==> src/rtl/scs_engine.sv <==
// Weighted shift-and-add checksum engine over the packet buffer RAM.
// Verify mode is built only when SCS_VERIFY_EN is defined; otherwise mode is ignored.
//   state     | meaning
//   IDLE      | wait for mem_ready, latch job parameters
//   RD_ADDR   | payload address presented, RAM latency cycle
//   RD_DATA   | accumulate weighted payload word, advance
//   WR_SETUP  | load checksum byte, raise write strobe
//   WR_STROBE | write happens, drop strobe, advance
//   CK_ADDR   | stored checksum byte address presented
//   CK_DATA   | compare stored byte against computed byte
//   DONE      | publish result, pulse work_complete
module scs_engine #(
    parameter int RAM_WIDTH     = 8,
    parameter int RAM_ADDR_BITS = 8,
    parameter int SUM_WIDTH     = 16,
    parameter int WEIGHT_SHIFTS = 4
) (
    input  logic                     clock,
    input  logic                     reset,
    input  logic                     mem_ready,
    input  logic                     mode,
    input  logic [RAM_ADDR_BITS-1:0] base_addr,
    input  logic [RAM_ADDR_BITS-1:0] payload_len,
    output logic [RAM_ADDR_BITS-1:0] address,
    output logic                     write_enable,
    output logic [RAM_WIDTH-1:0]     mem_input,
    input  logic [RAM_WIDTH-1:0]     mem_output,
    output logic                     busy,
    output logic                     work_complete,
    output logic                     check_ok,
    output logic [SUM_WIDTH-1:0]     scs_value
);
    localparam int NB = SUM_WIDTH / RAM_WIDTH;
    localparam int KW = (NB > 1) ? $clog2(NB) : 1;
    localparam int WW = (WEIGHT_SHIFTS > 1) ? $clog2(WEIGHT_SHIFTS) : 1;
`ifdef SCS_VERIFY_EN
    localparam logic VERIFY_BUILT = 1'b1;
`else
    localparam logic VERIFY_BUILT = 1'b0;
`endif

    typedef enum logic [2:0] {
        IDLE, RD_ADDR, RD_DATA, WR_SETUP, WR_STROBE, CK_ADDR, CK_DATA, DONE
    } state_t;

    state_t                   state_q, state_d, tail_state;
    logic                     mode_q, mode_d, mode_eff;
    logic [RAM_ADDR_BITS-1:0] len_q, len_d;
    logic [RAM_ADDR_BITS-1:0] idx_q, idx_d;
    logic [WW-1:0]            wt_q, wt_d;
    logic [KW-1:0]            k_q, k_d;
    logic [SUM_WIDTH-1:0]     sum_q, sum_d;
    logic [RAM_ADDR_BITS-1:0] address_q, address_d;
    logic                     write_enable_q, write_enable_d;
    logic [RAM_WIDTH-1:0]     mem_input_q, mem_input_d;
    logic                     busy_q, busy_d;
    logic                     work_complete_q, work_complete_d;
    logic                     check_ok_q, check_ok_d;
    logic [SUM_WIDTH-1:0]     scs_value_q, scs_value_d;
    logic [SUM_WIDTH-1:0]     sum_shifted;
    logic [RAM_WIDTH-1:0]     cur_byte;
`ifdef SCS_VERIFY_EN
    logic                     match_q, match_d;
`endif

    // Checksum bytes leave MSB-first: byte k is the k-th chunk from the top.
    assign sum_shifted = sum_q >> (RAM_WIDTH * (NB - 1 - int'(k_q)));
    assign cur_byte    = sum_shifted[RAM_WIDTH-1:0];
    assign mode_eff    = mode & VERIFY_BUILT;
    assign tail_state  = mode_q ? CK_ADDR : WR_SETUP;

    always_comb begin
        state_d         = state_q;
        mode_d          = mode_q;
        len_d           = len_q;
        idx_d           = idx_q;
        wt_d            = wt_q;
        k_d             = k_q;
        sum_d           = sum_q;
        address_d       = address_q;
        write_enable_d  = write_enable_q;
        mem_input_d     = mem_input_q;
        busy_d          = busy_q;
        work_complete_d = 1'b0;
        check_ok_d      = check_ok_q;
        scs_value_d     = scs_value_q;
`ifdef SCS_VERIFY_EN
        match_d         = match_q;
`endif
        case (state_q)
            IDLE: begin
                if (mem_ready) begin
                    mode_d     = mode_eff;
                    len_d      = payload_len;
                    address_d  = base_addr;
                    sum_d      = '0;
                    idx_d      = '0;
                    wt_d       = '0;
                    k_d        = '0;
                    busy_d     = 1'b1;
                    check_ok_d = 1'b0;
`ifdef SCS_VERIFY_EN
                    match_d    = 1'b1;
`endif
                    if (payload_len == '0) begin
                        state_d = mode_eff ? CK_ADDR : WR_SETUP;
                    end else begin
                        state_d = RD_ADDR;
                    end
                end
            end
            RD_ADDR: state_d = RD_DATA;
            RD_DATA: begin
                sum_d     = sum_q + (SUM_WIDTH'(mem_output) << wt_q);
                address_d = address_q + 1'b1;
                idx_d     = idx_q + 1'b1;
                wt_d      = (wt_q == WW'(WEIGHT_SHIFTS - 1)) ? '0 : wt_q + 1'b1;
                state_d   = (idx_d == len_q) ? tail_state : RD_ADDR;
            end
            WR_SETUP: begin
                mem_input_d    = cur_byte;
                write_enable_d = 1'b1;
                state_d        = WR_STROBE;
            end
            WR_STROBE: begin
                write_enable_d = 1'b0;
                address_d      = address_q + 1'b1;
                k_d            = k_q + 1'b1;
                if (k_q == KW'(NB - 1)) begin
                    scs_value_d     = sum_q;
                    work_complete_d = 1'b1;
                    state_d         = DONE;
                end else begin
                    state_d = WR_SETUP;
                end
            end
`ifdef SCS_VERIFY_EN
            CK_ADDR: state_d = CK_DATA;
            CK_DATA: begin
                if (mem_output != cur_byte) match_d = 1'b0;
                address_d = address_q + 1'b1;
                k_d       = k_q + 1'b1;
                if (k_q == KW'(NB - 1)) begin
                    check_ok_d      = match_d;
                    scs_value_d     = sum_q;
                    work_complete_d = 1'b1;
                    state_d         = DONE;
                end else begin
                    state_d = CK_ADDR;
                end
            end
`endif
            DONE: begin
                busy_d  = 1'b0;
                state_d = IDLE;
            end
            default: state_d = IDLE;
        endcase
    end

    always_ff @(posedge clock) begin
        if (reset) begin
            state_q         <= IDLE;
            mode_q          <= 1'b0;
            len_q           <= '0;
            idx_q           <= '0;
            wt_q            <= '0;
            k_q             <= '0;
            sum_q           <= '0;
            address_q       <= '0;
            write_enable_q  <= 1'b0;
            mem_input_q     <= '0;
            busy_q          <= 1'b0;
            work_complete_q <= 1'b0;
            check_ok_q      <= 1'b0;
            scs_value_q     <= '0;
`ifdef SCS_VERIFY_EN
            match_q         <= 1'b1;
`endif
        end else begin
            state_q         <= state_d;
            mode_q          <= mode_d;
            len_q           <= len_d;
            idx_q           <= idx_d;
            wt_q            <= wt_d;
            k_q             <= k_d;
            sum_q           <= sum_d;
            address_q       <= address_d;
            write_enable_q  <= write_enable_d;
            mem_input_q     <= mem_input_d;
            busy_q          <= busy_d;
            work_complete_q <= work_complete_d;
            check_ok_q      <= check_ok_d;
            scs_value_q     <= scs_value_d;
`ifdef SCS_VERIFY_EN
            match_q         <= match_d;
`endif
        end
    end

    assign address       = address_q;
    assign write_enable  = write_enable_q;
    assign mem_input     = mem_input_q;
    assign busy          = busy_q;
    assign work_complete = work_complete_q;
    assign check_ok      = check_ok_q;
    assign scs_value     = scs_value_q;

endmodule
==> config.mk <==
export PLATFORM = sky130hd
export DESIGN_NAME = scs_engine
export DESIGN_NICKNAME = d
export VERILOG_FILES = /design/src/rtl/scs_engine.sv
export SDC_FILE = /design/constraint.sdc
export NUM_CORES = 1
export LEC_CHECK = 0
export BUFFER_PORTS_ARGS = -buffer_cell sky130_fd_sc_hd__buf_2
export CAP_MARGIN = 20
export CORE_MARGIN = 2
export CORE_UTILIZATION = 45
export CTS_BUF_LIST = sky130_fd_sc_hd__clkbuf_4 sky130_fd_sc_hd__clkbuf_8
export DETAILED_ROUTE_END_ITERATION = 8
export GPL_TIMING_DRIVEN = 0
export PLACE_DENSITY = 0.66
export SYNTH_ARGS = -nofsm -noshare
export SYNTH_HDL_FRONTEND = slang
export SYNTH_SLANG_ARGS = --single-unit
==> constraint.sdc <==
create_clock -name clock -period 3.67 [get_ports clock]
set_input_delay 0.734 -clock clock [delete_from_list [all_inputs] [get_ports clock]]
set_output_delay 0.734 -clock clock [all_outputs]
set_load 0.1 [all_outputs]
==> impl_summary.md <==
Final layout
The layout net count is 609. The fraction of layout instances using a drive strength above 1 is 17.2%. Across the whole layout, storage elements account for 1460 sq um. The count of antenna diodes in the layout is 0. The area growth from synthesis to layout is 16.7%.

The multi-input combinational cells in the finished layout cover a total of 2340 sq um. After filler insertion, the fill cell instance count of the layout stands at 864.

Worst setup path
Traced cell by cell, the critical path runs through clkbuf_1 -> clkbuf_1 -> nor3b_1 -> ha_1 -> inv_1 -> fa_1 -> nor2b_4 -> o31a_1 -> o311a_1 -> or3_1 -> a32o_1. The most numerous cell type found on the critical path is clkbuf_1. The family of cells with the greatest summed delay on the critical path is compound AO/OA/AOI/OAI gates. In this run the worst path has a maximum fanout of 10. The number of buffer and inverter instances along the worst setup path is 3. The endpoint class of the critical path is a register. The startpoint of the worst-slack reg-to-reg timing path is wt_q[0]. STA puts the critical path data required time at 3.90 ns. The largest single stage delay on the critical path is 0.38 ns.

The worst path arrival time is 3.36 ns. The largest individual stage delay along the critical path comes from the cell clkbuf_1. The critical path class is register to register. The worst register-to-register path has a depth of 11.

The worst setup path is launched from a register. The endpoint identified for the worst register-to-register timing path is sum_q[8]. The flop-to-flop setup slack is 0.55 ns.

Logic synthesis
In the post-synthesis netlist, the biggest area contributors are dfxtp_1 (37%), a21oi_1 (6.7%), nand2_1 (6.2%). The most frequently used cell type in the post-synthesis netlist is dfxtp_1. Counting instances in the post-synthesis netlist gives the leading cell types as dfxtp_1 (73), nand2_1 (66), a21oi_1 (53), nor2_1 (48), o21ai_0 (33). The post-synthesis instance area is 3980 sq um.

Yosys printed 0 warnings. The share of the Yosys chip area taken by registers is 36.7%. The number of distinct library cells after synthesis is 56. The average instance in the mapped netlist occupies 8.04 sq um. The proportion of synthesized flip-flops having asynchronous set or reset is 0%. Counting every net in the synthesized netlist gives 538. The count of flip-flops with a built-in enable after synthesis is 0. The most used flip-flop cell after synthesis is dfxtp_1. The synthesized design spends more area on one cell type than any other, namely dfxtp_1. The share of Yosys cell area claimed by the top area cell type is 36.7%. After synthesis the netlist holds a flip-flop and latch count of 73. Synthesis handed over a netlist of 495 instances.

Timing
Setup repair after global routing left no endpoint under its margin. At the pin with the least slew margin, the transition time is 0.866 ns. The post-route minimum period is 3.12 ns. The highest clock rate is 320 MHz. On the final layout, the worst clock skew is 0.0156 ns. The number of hold-slack violations in the final timing report is 0. The count of pins over their slew limit came to 0. In the finished design, the share of the clock period the worst path needs comes to 85.1%. The setup TNS is 0 ns. Setup violations remaining at the end of the flow were counted as 0. The worst pin sits at a relative slew slack of 42.2%.

Clock network
The root buffer cell is clkbuf_8. The deepest clock path buffer count is 2. After clock tree synthesis, the clock-pin slew on the worst setup and hold paths is 0.09 ns. TritonCTS built the clock tree. The count of clock tree sinks is 73. The clock tree synthesis step divided the H-tree into 3 levels. At the later pin of the worst-skew pair, clock insertion delay measures 0.35 ns.

The total CTS buffers is 9. Once the clock tree was built, the setup fixing pass inserted 0 buffers. The number of buffers inserted for hold repair after clock tree synthesis is 0. Gates resized during post-CTS repair numbered 0.

Drt
The total number of vias is 3747. The count of nets left with antenna violations once routing finished came out at 0. Dividing the detail-routed via count by the number of cells gives 5.52. The routed wire length is 9860 microns. The number of violations reported at the end of detailed-routing iteration 0 is 162. The count of unresolved DRC violations after routing is 0. The number of iterations in the first detailed-routing pass is 4. The wire length per cell after detailed routing is 14.5 microns.

Placement
The HPWL reported at the end of detailed placement is 7500 microns. The weighted congestion at the end of routability-driven global placement is 0.817. The count of buffers from port buffering is 60.

Power
The share of total power in sequential cells is 45.6%. Overall power consumption after layout is estimated at 1820 uW. Cell internal power was estimated by the tool at 1290 uW. The maximum vdd drop is 0.208 mV.

The clock network accounts for 40.1% of the total power. The analysis attributes to cell leakage a power of 0.00184 uW. The areal power density over the cells is 392 nW/um^2. The share of total power consumed by net switching is 29.0%. The share of total power dissipated in combinational logic is 14.3%. The power spent charging and discharging nets is 528 uW.

Job
Across the run, the number of max-cap violations was 0.

Die
For this design the top-level I/O count stands at 64. In this run the horizontal extent of the chip is 98.0 microns. In this run the vertical extent of the chip is 98.0 microns. The initial standard-cell utilization of the core is 46.1%. After floorplanning, the core was divided into 34 placement rows.

The core outline area is 8640 sq um. The floorplan step defined a die boundary enclosing 9610 sq um.

Global route
Across every metal layer, demand over resource in global routing totals 21.1%. The pin count of the biggest net entering global routing is 14. The via count of the first global-routing pass came to 3542. The first-pass GRT wire length is 16800 microns.

The number of antenna violations at the first check in global routing is 0. After global routing the overflow that remains totals 0.

Outcome
The run finished with clean final reports.

Worst hold path
The worst min-delay path endpoint is scs_value[12]. The worst hold-check path type is register to register. The hold path startpoint is scs_value[12]. The number of instances on the worst hold path is 2.
## logic make-up (layout without fill, tap and decap cells)
| logic type | Yosys count | after routing | synth area share (%) |
|---|---|---|---|
| xor+xnor | 18 | 18 | 3.96 |
| compound gates | 147 | 147 | 22.6 |
| simple gates | 179 | 179 | 21.3 |
| flops | 73 | 73 | 36.7 |
| mux | 21 | 21 | 5.97 |
| other cells | 1 | 1 | 0.0942 |
| buf+inv | 41 | 117 | 4.40 |
| fa+ha+maj | 15 | 15 | 4.91 |
## layout by cell type, fill, tap and decap left out, types with 3 or more instances in the layout
cell	count
nand3_1	9
a211oi_1	16
o211ai_1	4
a31oi_1	7
ha_1	14
inv_1	8
and2_1	4
and3_1	9
clkinv_4	3
a22oi_1	7
nand2b_1	3
nand2_1	66
nor2_1	48
buf_2	71
a22o_1	3
clkbuf_8	10
o31ai_1	4
nor3b_1	3
o31a_1	3
nor4_1	6
a21oi_1	53
a21o_1	4
xnor2_1	14
mux2i_1	17
dfxtp_1	73
nor3_1	10
o21ai_0	33
or2_2	3
or3_1	3
xor2_1	4
clkbuf_1	18
## power groups by stage
stage | clock, uW | sequential (uW) | combinational (uW)
3_3_place_gp | 0 | 849 | 258
6_report | 730 | 831 | 261
3_5_place_dp | 0 | 850 | 261
2_1_floorplan | 0 | 914 | 132
4_1_cts | 734 | 831 | 262
5_1_grt | 773 | 835 | 286
## worst reg2reg max path, cell delays in order (launching register included)
cell	delay (ns)
dfxtp_1	0.34
clkbuf_1	0.36
clkbuf_1	0.38
nor3b_1	0.11
ha_1	0.23
inv_1	0.08
fa_1	0.26
nor2b_4	0.06
o31a_1	0.32
o311a_1	0.33
or3_1	0.31
a32o_1	0.25
## worst max-delay path by stage
stage                     depth (start not counted)   endpoint     from  slack, ns
after global placement                           11   sum_q[8]  wt_q[0]       0.64
after floorplan                                  11   sum_q[8]  wt_q[0]       0.89
after detailed placement                         11   sum_q[8]  wt_q[0]       0.58
after CTS                                        11   sum_q[8]  wt_q[0]       0.55
after global routing                             11  sum_q[10]  wt_q[0]       0.39
final                                            11   sum_q[8]  wt_q[0]       0.55
## registers in the layout, summed over array words and instances, names as in the netlist, 2 cells and up
register	flops
address	8
idx_q	8
len_q	8
mem_input	8
scs_value	16
state_q	3
sum_q	16
wt_q	2
## through the flow
stage	hold slack, ns	instances	utilization, %	cell area, sq um	worst slack, ns
2_1_floorplan	0.448	495	-	3980	0.886
3_3_place_gp	0.441	663	51.1	4410	0.644
3_5_place_dp	0.446	663	51.1	4410	0.576
4_1_cts	0.458	679	53.8	4640	0.552
5_1_grt	0.476	679	53.8	4640	0.388
6_report	0.455	679	53.8	4640	0.546
## layer usage
layer | global-route usage, % | vias to the layer above | wire (microns)
met2 | 33.8 | 77 | 4570
met4 | 8.12 | 0 | 140
met3 | 2.43 | 10 | 452
met5 | 0 | - | 0
met1 | 29.3 | 1745 | 4700
li1 | - | 1915 | -
## final cells by class
class,count,area share [%]
multi-input cells,381,50.4
flip-flops and latches,73,31.5
repair buffers,60,6.47
plain buffers,33,3.13
clock buffers,10,2.96
well taps,108,2.91
clock inverters,6,1.97
inverters,8,0.647
No activity file was read; power rests on OpenSTA's default activity.
